$ cat config.mk
export PLATFORM = sky130hd
export DESIGN_NAME = pipe_ctrl
export DESIGN_NICKNAME = d
export VERILOG_FILES = /design/src/rtl/riscv_pkg.sv /design/src/rtl/pipe_ctrl_perf_cnt.sv /design/src/rtl/pipe_ctrl.sv
export SDC_FILE = /design/constraint.sdc
export NUM_CORES = 1
export LEC_CHECK = 0
export ABC_AREA = 1
export CAP_MARGIN = 20
export CORE_UTILIZATION = 45
export CTS_CLUSTER_DIAMETER = 150
export CTS_CLUSTER_SIZE = 40
export DETAILED_ROUTE_END_ITERATION = 8
export PLACE_DENSITY = 0.79
export SLEW_MARGIN = 25
export SYNTH_ARGS = -nofsm -noshare
export SYNTH_HDL_FRONTEND = slang
export SYNTH_SLANG_ARGS = --single-unit
$ cat constraint.sdc
create_clock -name clk -period 1.95 [get_ports clk]
set_clock_uncertainty 0.15 [all_clocks]
set_input_delay 0.195 -clock clk [delete_from_list [all_inputs] [get_ports clk]]
set_output_delay 0.195 -clock clk [all_outputs]
set_load 0.02 [all_outputs]
$ cat src/rtl/riscv_pkg.sv
// riscv_pkg: shared types for the pipeline sequencer of the 5-stage core
package riscv_pkg;
  typedef enum logic [1:0] {BOOT, RUN, DRAIN, HALTED} ctrl_state_t;
  typedef struct packed {
    logic pc_en;
    logic pc_sel_branch;
    logic IFID_en;
    logic IFID_flush;
    logic IDEX_en;
    logic IDEX_flush;
    logic EXMEM_en;
    logic MEMWB_en;
  } PIPE_CTRL;
  typedef struct packed {
    logic [4:0] ID_rs1;
    logic [4:0] ID_rs2;
    logic       ID_use_rs1;
    logic       ID_use_rs2;
    logic [4:0] EX_rd;
    logic       EX_MemRead;
  } HAZ_in;
  localparam PIPE_CTRL CTRL_RUN = PIPE_CTRL'(8'b1010_1011);
  localparam PIPE_CTRL CTRL_BOOT = PIPE_CTRL'(8'b0001_0100);
  function automatic logic load_use(HAZ_in h);
    return h.EX_MemRead && h.EX_rd != 5'd0 &&
           ((h.ID_use_rs1 && h.ID_rs1 == h.EX_rd) || (h.ID_use_rs2 && h.ID_rs2 == h.EX_rd));
  endfunction
endpackage

$ cat src/rtl/pipe_ctrl_perf_cnt.sv
// perf_cnt: saturating event counter
module perf_cnt #(
  parameter int W = 32
) (
  input  logic         clk,
  input  logic         rst_n,
  input  logic         inc_i,
  output logic [W-1:0] cnt_o
);
  logic [W-1:0] cnt_q;
  assign cnt_o = cnt_q;
  always_ff @(posedge clk or negedge rst_n)
    if (!rst_n) cnt_q <= '0;
    else if (inc_i && cnt_q != '1) cnt_q <= cnt_q + 1'b1;
endmodule

$ cat src/rtl/pipe_ctrl.sv
// pipe_ctrl: hazard/debug sequencer driving PC and pipeline-register controls
module pipe_ctrl
  import riscv_pkg::*;
#(
  parameter int DRAIN_CYCLES = 4,
  parameter int DMEM_TIMEOUT = 255,
  parameter int CNT_W        = 32
) (
  input  logic             clk,
  input  logic             rst_n,
  input  logic [4:0]       ID_rs1,
  input  logic [4:0]       ID_rs2,
  input  logic             ID_use_rs1,
  input  logic             ID_use_rs2,
  input  logic [4:0]       EX_rd,
  input  logic             EX_MemRead,
  input  logic             EX_branch_taken,
  input  logic             imem_valid,
  input  logic             dmem_req,
  input  logic             dmem_ready,
  input  logic             halt_req,
  input  logic             resume_req,
  output logic             pc_en,
  output logic             pc_sel_branch,
  output logic             IFID_en,
  output logic             IFID_flush,
  output logic             IDEX_en,
  output logic             IDEX_flush,
  output logic             EXMEM_en,
  output logic             MEMWB_en,
  output logic             halted,
  output logic             dmem_timeout_err,
  output logic [CNT_W-1:0] stall_cnt,
  output logic [CNT_W-1:0] flush_cnt
);
  localparam int DW = $clog2(DRAIN_CYCLES + 2);
  localparam int TW = $clog2(DMEM_TIMEOUT + 2);
  ctrl_state_t state_q, state_d;
  logic [DW-1:0] drain_q, drain_d;
  logic [TW-1:0] wait_q, wait_d;
  logic err_q, err_d, stall_inc, flush_inc, freeze;
  PIPE_CTRL c;
  HAZ_in haz;
  assign haz = '{ID_rs1, ID_rs2, ID_use_rs1, ID_use_rs2, EX_rd, EX_MemRead};
  assign freeze = (state_q == RUN || state_q == DRAIN) && dmem_req && !dmem_ready;
  always_comb begin
    c = '0;
    state_d = state_q;
    drain_d = drain_q;
    wait_d = '0;
    err_d = err_q;
    stall_inc = 1'b0;
    flush_inc = 1'b0;
    if (freeze) begin
      stall_inc = 1'b1;
      wait_d = wait_q + 1'b1;
      if (wait_d == TW'(DMEM_TIMEOUT)) begin
        err_d = 1'b1;
        state_d = HALTED;
      end
    end else if (state_q == BOOT) begin
      c = CTRL_BOOT;
      state_d = RUN;
    end else if (state_q == RUN) begin
      c = CTRL_RUN;
      if (EX_branch_taken) begin
        c.pc_sel_branch = 1'b1;
        c.IFID_flush = 1'b1;
        c.IDEX_flush = 1'b1;
        flush_inc = 1'b1;
      end else if (load_use(haz)) begin
        c.pc_en = 1'b0;
        c.IFID_en = 1'b0;
        c.IDEX_flush = 1'b1;
        stall_inc = 1'b1;
      end else if (!imem_valid) begin
        c.pc_en = 1'b0;
        c.IFID_flush = 1'b1;
        stall_inc = 1'b1;
      end
      if (halt_req) begin
        state_d = DRAIN;
        drain_d = DW'(DRAIN_CYCLES);
      end
    end else if (state_q == DRAIN) begin
      // A taken branch loads its target so the PC holds the resume point
      c = CTRL_RUN;
      c.pc_en = EX_branch_taken;
      c.pc_sel_branch = EX_branch_taken;
      c.IFID_flush = 1'b1;
      c.IDEX_flush = EX_branch_taken;
      drain_d = drain_q == '0 ? '0 : drain_q - 1'b1;
      if (drain_q <= DW'(1)) state_d = HALTED;
    end else if (resume_req && !err_q) begin
      state_d = RUN;
    end
  end
  always_ff @(posedge clk or negedge rst_n)
    if (!rst_n) begin
      state_q <= BOOT;
      drain_q <= '0;
      wait_q <= '0;
      err_q <= 1'b0;
    end else begin
      state_q <= state_d;
      drain_q <= drain_d;
      wait_q <= wait_d;
      err_q <= err_d;
    end
  assign {pc_en, pc_sel_branch, IFID_en, IFID_flush, IDEX_en, IDEX_flush, EXMEM_en, MEMWB_en} = c;
  assign halted = state_q == HALTED;
  assign dmem_timeout_err = err_q;
  perf_cnt #(.W(CNT_W)) u_stall (.clk(clk), .rst_n(rst_n), .inc_i(stall_inc), .cnt_o(stall_cnt));
  perf_cnt #(.W(CNT_W)) u_flush (.clk(clk), .rst_n(rst_n), .inc_i(flush_inc), .cnt_o(flush_cnt));
endmodule

# == After elaboration in Yosys (flattened, before gate mapping) ==
# Index checks and enable logic that the tools add are counted.
# word_totals
output_inout_bits,74
regBits,79
input_bits,26
# classes
magnitude_cmp,1
n_reduce_logical,21
addsub,4
mux,36
n_bitwise,2
n_eq_ne,12
# ops
op,n
"adder 32 x 1 -> 32 bit, second input constant",2
"!= test 32 bit, second input constant",2
two-way mux 8 bit,4
two-way mux 1 bit,19
two-way mux 2 bit,8
two-way mux 3 bit,4
equality test 5 bit,2
nonzero test 5 bit,2
"adder 9 x 1 -> 9 bit, second input constant",1
"equality test 9 x 8 -> 1 bit, second input constant",1
logical AND 1 bit,9
two-way mux 9 bit,1
AND reduction 4 bit,2
"!= test 5 x 3 -> 1 bit, second input constant",1
"equality test 2 bit, second input constant",2
"!= test 4 x 3 -> 1 bit, second input constant",1
"<= comparator 3 x 1 -> 1 bit, second input constant",1
zero test 3 bit,1
"subtractor 3 x 1 -> 3 bit, second input constant",1
"equality test 2 x 1 -> 1 bit, second input constant",1
zero test 1 bit,2
zero test 2 bit,1
logical OR 1 bit,2
"!= test 2 x 1 -> 1 bit, second input constant",1
4 further kinds,5

# == Depth between registers and ports, before layout ==
# logic_depth
depth_word,10
depth_mapped,14
depth_no_buf,13

# == Hierarchy ==
# Synthesis repeated with hierarchy kept, for this count alone.
# hier_totals
hier_cells,854
hier_area_um2,5664.2
# by_module_without_submodules
module,cells_per_inst,instances,area_each_um2
perf_cnt,333,2,2190.9
pipe_ctrl,188,1,1282.5

# == Worst setup path before layout ==
# Ideal clock, no wire load.
# synth_path
path_kind,register to output
start,reg state_q[0]
end,out IDEX_en
stages_incl_launch_ff,8
slack_ns,-0.299
arrival_ns,1.904
t_required_ns,1.605
cell_sequence,dfrtp_1 > inv_1 > ha_1 > nand3_1 > clkbuf_1 > inv_1 > nor2_1 > buf_4
# synth_via
elab_chain_cells,5
word_cells_on_any_way,10
# synth_lines
element,line_no,source
start: declaration,pipe_ctrl.sv:38,"ctrl_state_t state_q, state_d;"
start signal: assignment,pipe_ctrl.sv:105,state_q <= state_d;
equality test 2 bit or equality test 2 x 1 -> 1 bit (tied branches),"pipe_ctrl.sv:45, pipe_ctrl.sv:85, pipe_ctrl.sv:64",
two-way mux 8 bit or logical OR 1 bit (tied branches),"pipe_ctrl.sv:85, pipe_ctrl.sv:45",
two-way mux 8 bit or logical AND 1 bit (tied branches),"pipe_ctrl.sv:64, pipe_ctrl.sv:45",
two-way mux 8 bit or logical AND 1 bit (tied branches),"pipe_ctrl.sv:61, pipe_ctrl.sv:45",
two-way mux 8 bit (*),pipe_ctrl.sv:54,if (freeze) begin
end: declaration,pipe_ctrl.sv:27,"output logic IDEX_en,"
# Every way passes the cells marked *; elsewhere a longest branch is shown, timed or not.

# == Worst setup path after layout ==
# layout_path
start,reg wait_q[0]
end,reg state_q[1]
# layout_via
elab_chain_cells,4
# layout_lines
element,line_no,source
start: declaration,pipe_ctrl.sv:40,"logic [TW-1:0] wait_q, wait_d;"
start signal: assignment,pipe_ctrl.sv:107,wait_q <= wait_d;
adder 9 x 1 -> 9 bit,pipe_ctrl.sv:56,wait_d = wait_q + 1'b1;
equality test 9 x 8 -> 1 bit,pipe_ctrl.sv:57,if (wait_d == TW'(DMEM_TIMEOUT)) begin
!= test 2 x 1 -> 1 bit (no line),--,
AND reduction 4 bit (no line),--,
# No other way between the ends.
# A chain may end at the register's enable or synchronous reset.

==> results_dict.tcl <==
set metrics [dict create \
    ys_types 29 \
    end_kind "flop" \
    cp_slowest_cell "dfrtp_1" \
    crit_arrival_ns 2.06 \
    antenna_cells 0 \
    drv_slew 0 \
    synth_area_sq_mm 0.00522 \
    htreeDepth 3 \
    post-place-ws_ns -0.472 \
    ys_ff_latch 79 \
    cts_tree "yes" \
    seqPwrFrac_pct 28.3 \
    start_util_pct 47.1 \
    drc 0 \
    clk_pin_slew_ns 0.07 \
    worst_r2r_endpoint "state_q[1]" \
    reg2reg_from "wait_q[0]" \
    max_slew_margin_pct 65.1 \
    path_delay_family "simple AND/OR/NAND/NOR gates" \
    stdcell_count 1090 \
    yosys.area.top_type "dfrtp_1" \
    run_status "complete, but fails checks" \
    grtUsageTotal_pct 25.1 \
    power.density_mw_per_mm2 904 \
    rrSetupSlack_ns -0.04 \
    grt_pass1_vias 5145 \
    ys_top_cells_by_area "dfrtp_1 38%, nand2_1 19%, inv_1 6.6%" \
    drive_gt1_share_pct 20.9 \
    fin_crit_sh_pct 102 \
    report.final.setup_viol 8 \
    p_clk_share_pct 25.2 \
    max_stage_delay_ns 0.43 \
    p_comb_share_pct 46.4 \
    cts_root_buf "clkbuf_16" \
    syn_nets 798 \
    ys_warn_count 0 \
    grt_pass1_wl_mm 23.5 \
    hold_violations 0 \
    synth_top_area_share_pct 37.9 \
    rr_worst_depth 12 \
    num_rows 38 \
    synthCells 760 \
    power.switching_mw 2.66 \
    insertion_delay_ns 0.34 \
    peakVddDrop_uv 757 \
    grt_antenna_before_repair 0 \
    core_sq_mm 0.0111 \
    postRouteWirelength_mm 15.3 \
    synth_edf_count 0 \
    wl_per_cell_um 14.1 \
    synth-async-reset-ratio_pct 100 \
    cp.buffers_inverters 1 \
    num_io_pins 100 \
    grt_max_degree 41 \
    p_int_mw 4.36 \
    violations "setup timing" \
    yosysMostFrequentCell "nand2_1" \
    ant_nets 0 \
    tightest_slew_ns 0.524 \
    synthToLayoutAreaGrowth_pct 48.7 \
    die-height_um 110 \
    route.vias.total 5593 \
    p_sw_share_pct 37.9 \
    synth.top_cells.by_count "271 x nand2_1, 92 x inv_1, 87 x nor2_1, 79 x dfrtp_1, 66 x nand3_1" \
    synth_flop_cell "dfrtp_1" \
    dp.final_hpwl_mm 10.6 \
    clock-sinks 79 \
    seq_area_frac_synth_pct 37.9 \
    fmax_mhz 503 \
    cts-buffers-inserted 9 \
    io_buffers 99 \
    first_pass_iters 5 \
    overflow 0 \
    rsz0062_at_grt "yes" \
    drtIter0Drc 364 \
    crit_fanout 3 \
    cts_buffer_depth 2 \
    criticalPathCategory "flop to flop" \
    synth.avg_cell_area_sq_um 6.87 \
    die_area_sq_mm 0.0120 \
    routed_via_density 5.13 \
    placed_cells 1066 \
    p_leak_nw 3.81 \
    power.total_mw 7.01 \
    min_path_type "input pin to asynchronous set/reset pin" \
    worst_slack_ns -0.0379 \
    dieWidth_um 110 \
    maxCapViolations 0 \
    place_congestion 0.959 \
    path_cells "ha_4 > nand2_2 > buf_4 > nand3_2 > nor2_2 > nand2_1 > nor2_1 > nand4_1 > nand2_2 > nand2_2 > nand2_1 > nand2_1" \
    period_needed_ns 1.99 \
    nNetsFinal 983 \
    cp-start-kind "flop" \
    critPathRequiredTime_ns 2.02 \
]
[flip-flops by register name, indices dropped and copies added (netlist names)]
signal,count
wait_q,9
state_q,2
u_flush.cnt_o,32
dmem_timeout_err,1
drain_q,3
u_stall.cnt_o,32
[metal layers]
layer	track usage, %	up-vias	part of all wire (%)
li1	-	2746	-
met1	31.9	2599	43
met2	42.8	209	49
met3	4.39	39	5.3
met4	8.76	0	2.7
met5	0	-	0
[power groups by stage]
stage	Clock (mW)	Sequential, mW	Combinational, mW
after detailed placement	0	1.98	2.73
after floorplan	0	2.13	1.36
after global placement	0	1.98	2.67
after global routing	1.87	2.01	3.51
final	1.77	1.99	3.26
after CTS	1.79	1.96	2.90
[cells by family (layout without fill, tap and decap cells)]
logic type / after synthesis / in the layout / share of synthesized area, %
compound gates: 18 / 18 / 1.94
flops: 79 / 79 / 37.9
simple gates: 487 / 487 / 39.7
buf+inv: 111 / 301 / 8.73
fa+ha+maj: 12 / 12 / 2.88
xor+xnor: 53 / 53 / 8.90
[final cells by class]
cell class | count | area, sq um
fill | 843 | 3320
multi-input combinational | 570 | 3120
sequential | 79 | 1980
timing repair buffer | 191 | 1790
inverter | 94 | 368
clock buffer | 11 | 253
tap | 140 | 175
clock inverter | 5 | 63.8
[placed cells by master, fill, tap and decap left out, types with 7 or more instances in the layout]
| cell | instances |
|---|---|
| buf_4 | 82 |
| buf_6 | 10 |
| clkbuf_16 | 10 |
| clkdlybuf4s50_1 | 77 |
| dfrtp_1 | 73 |
| dlymetal6s2s_1 | 9 |
| inv_1 | 85 |
| inv_2 | 7 |
| nand2_1 | 254 |
| nand2_2 | 16 |
| nand3_1 | 61 |
| nand4_1 | 16 |
| nor2_1 | 64 |
| nor2_2 | 12 |
| nor2_4 | 12 |
| nor3_1 | 26 |
| xnor2_1 | 20 |
| xor2_1 | 33 |
[how the worst max path moves through the flow]
stage,slack [ns],to,start,cells after the start
6_report,-0.04,state_q[1],wait_q[0],12
5_1_grt,-0.13,state_q[1],wait_q[1],12
4_1_cts,-0.03,MEMWB_en,state_q[1],6
3_5_place_dp,-0.47,IDEX_flush,EX_rd[3],12
3_3_place_gp,-0.44,IDEX_flush,EX_rd[3],12
2_1_floorplan,0.02,u_flush.cnt_o[3],state_q[0],10
[what timing repair did]
item	CTS	global route
setup buffers	0	5
hold buffers	1	0
endpoints found under the hold margin	37	0
setup endpoints to repair	75	73
resized for setup	69	97
pin swaps	5	36
gates cloned	1	1
[through the flow]
stage / utilization [%] / hold WS [ns] / TNS [ns] / area [sq um]
global placement: 62.7 / 0.0535 / -9.26 / 6950
floorplan: - / -0.251 / 0 / 5250
detailed placement: 62.7 / 0.0599 / -11.84 / 6950
CTS: 66.7 / 0.243 / -0.222 / 7390
finish: 70.0 / 0.224 / -0.175 / 7760
global route: 70.0 / 0.287 / -2.54 / 7760
Power figures use the tool's default switching activity.
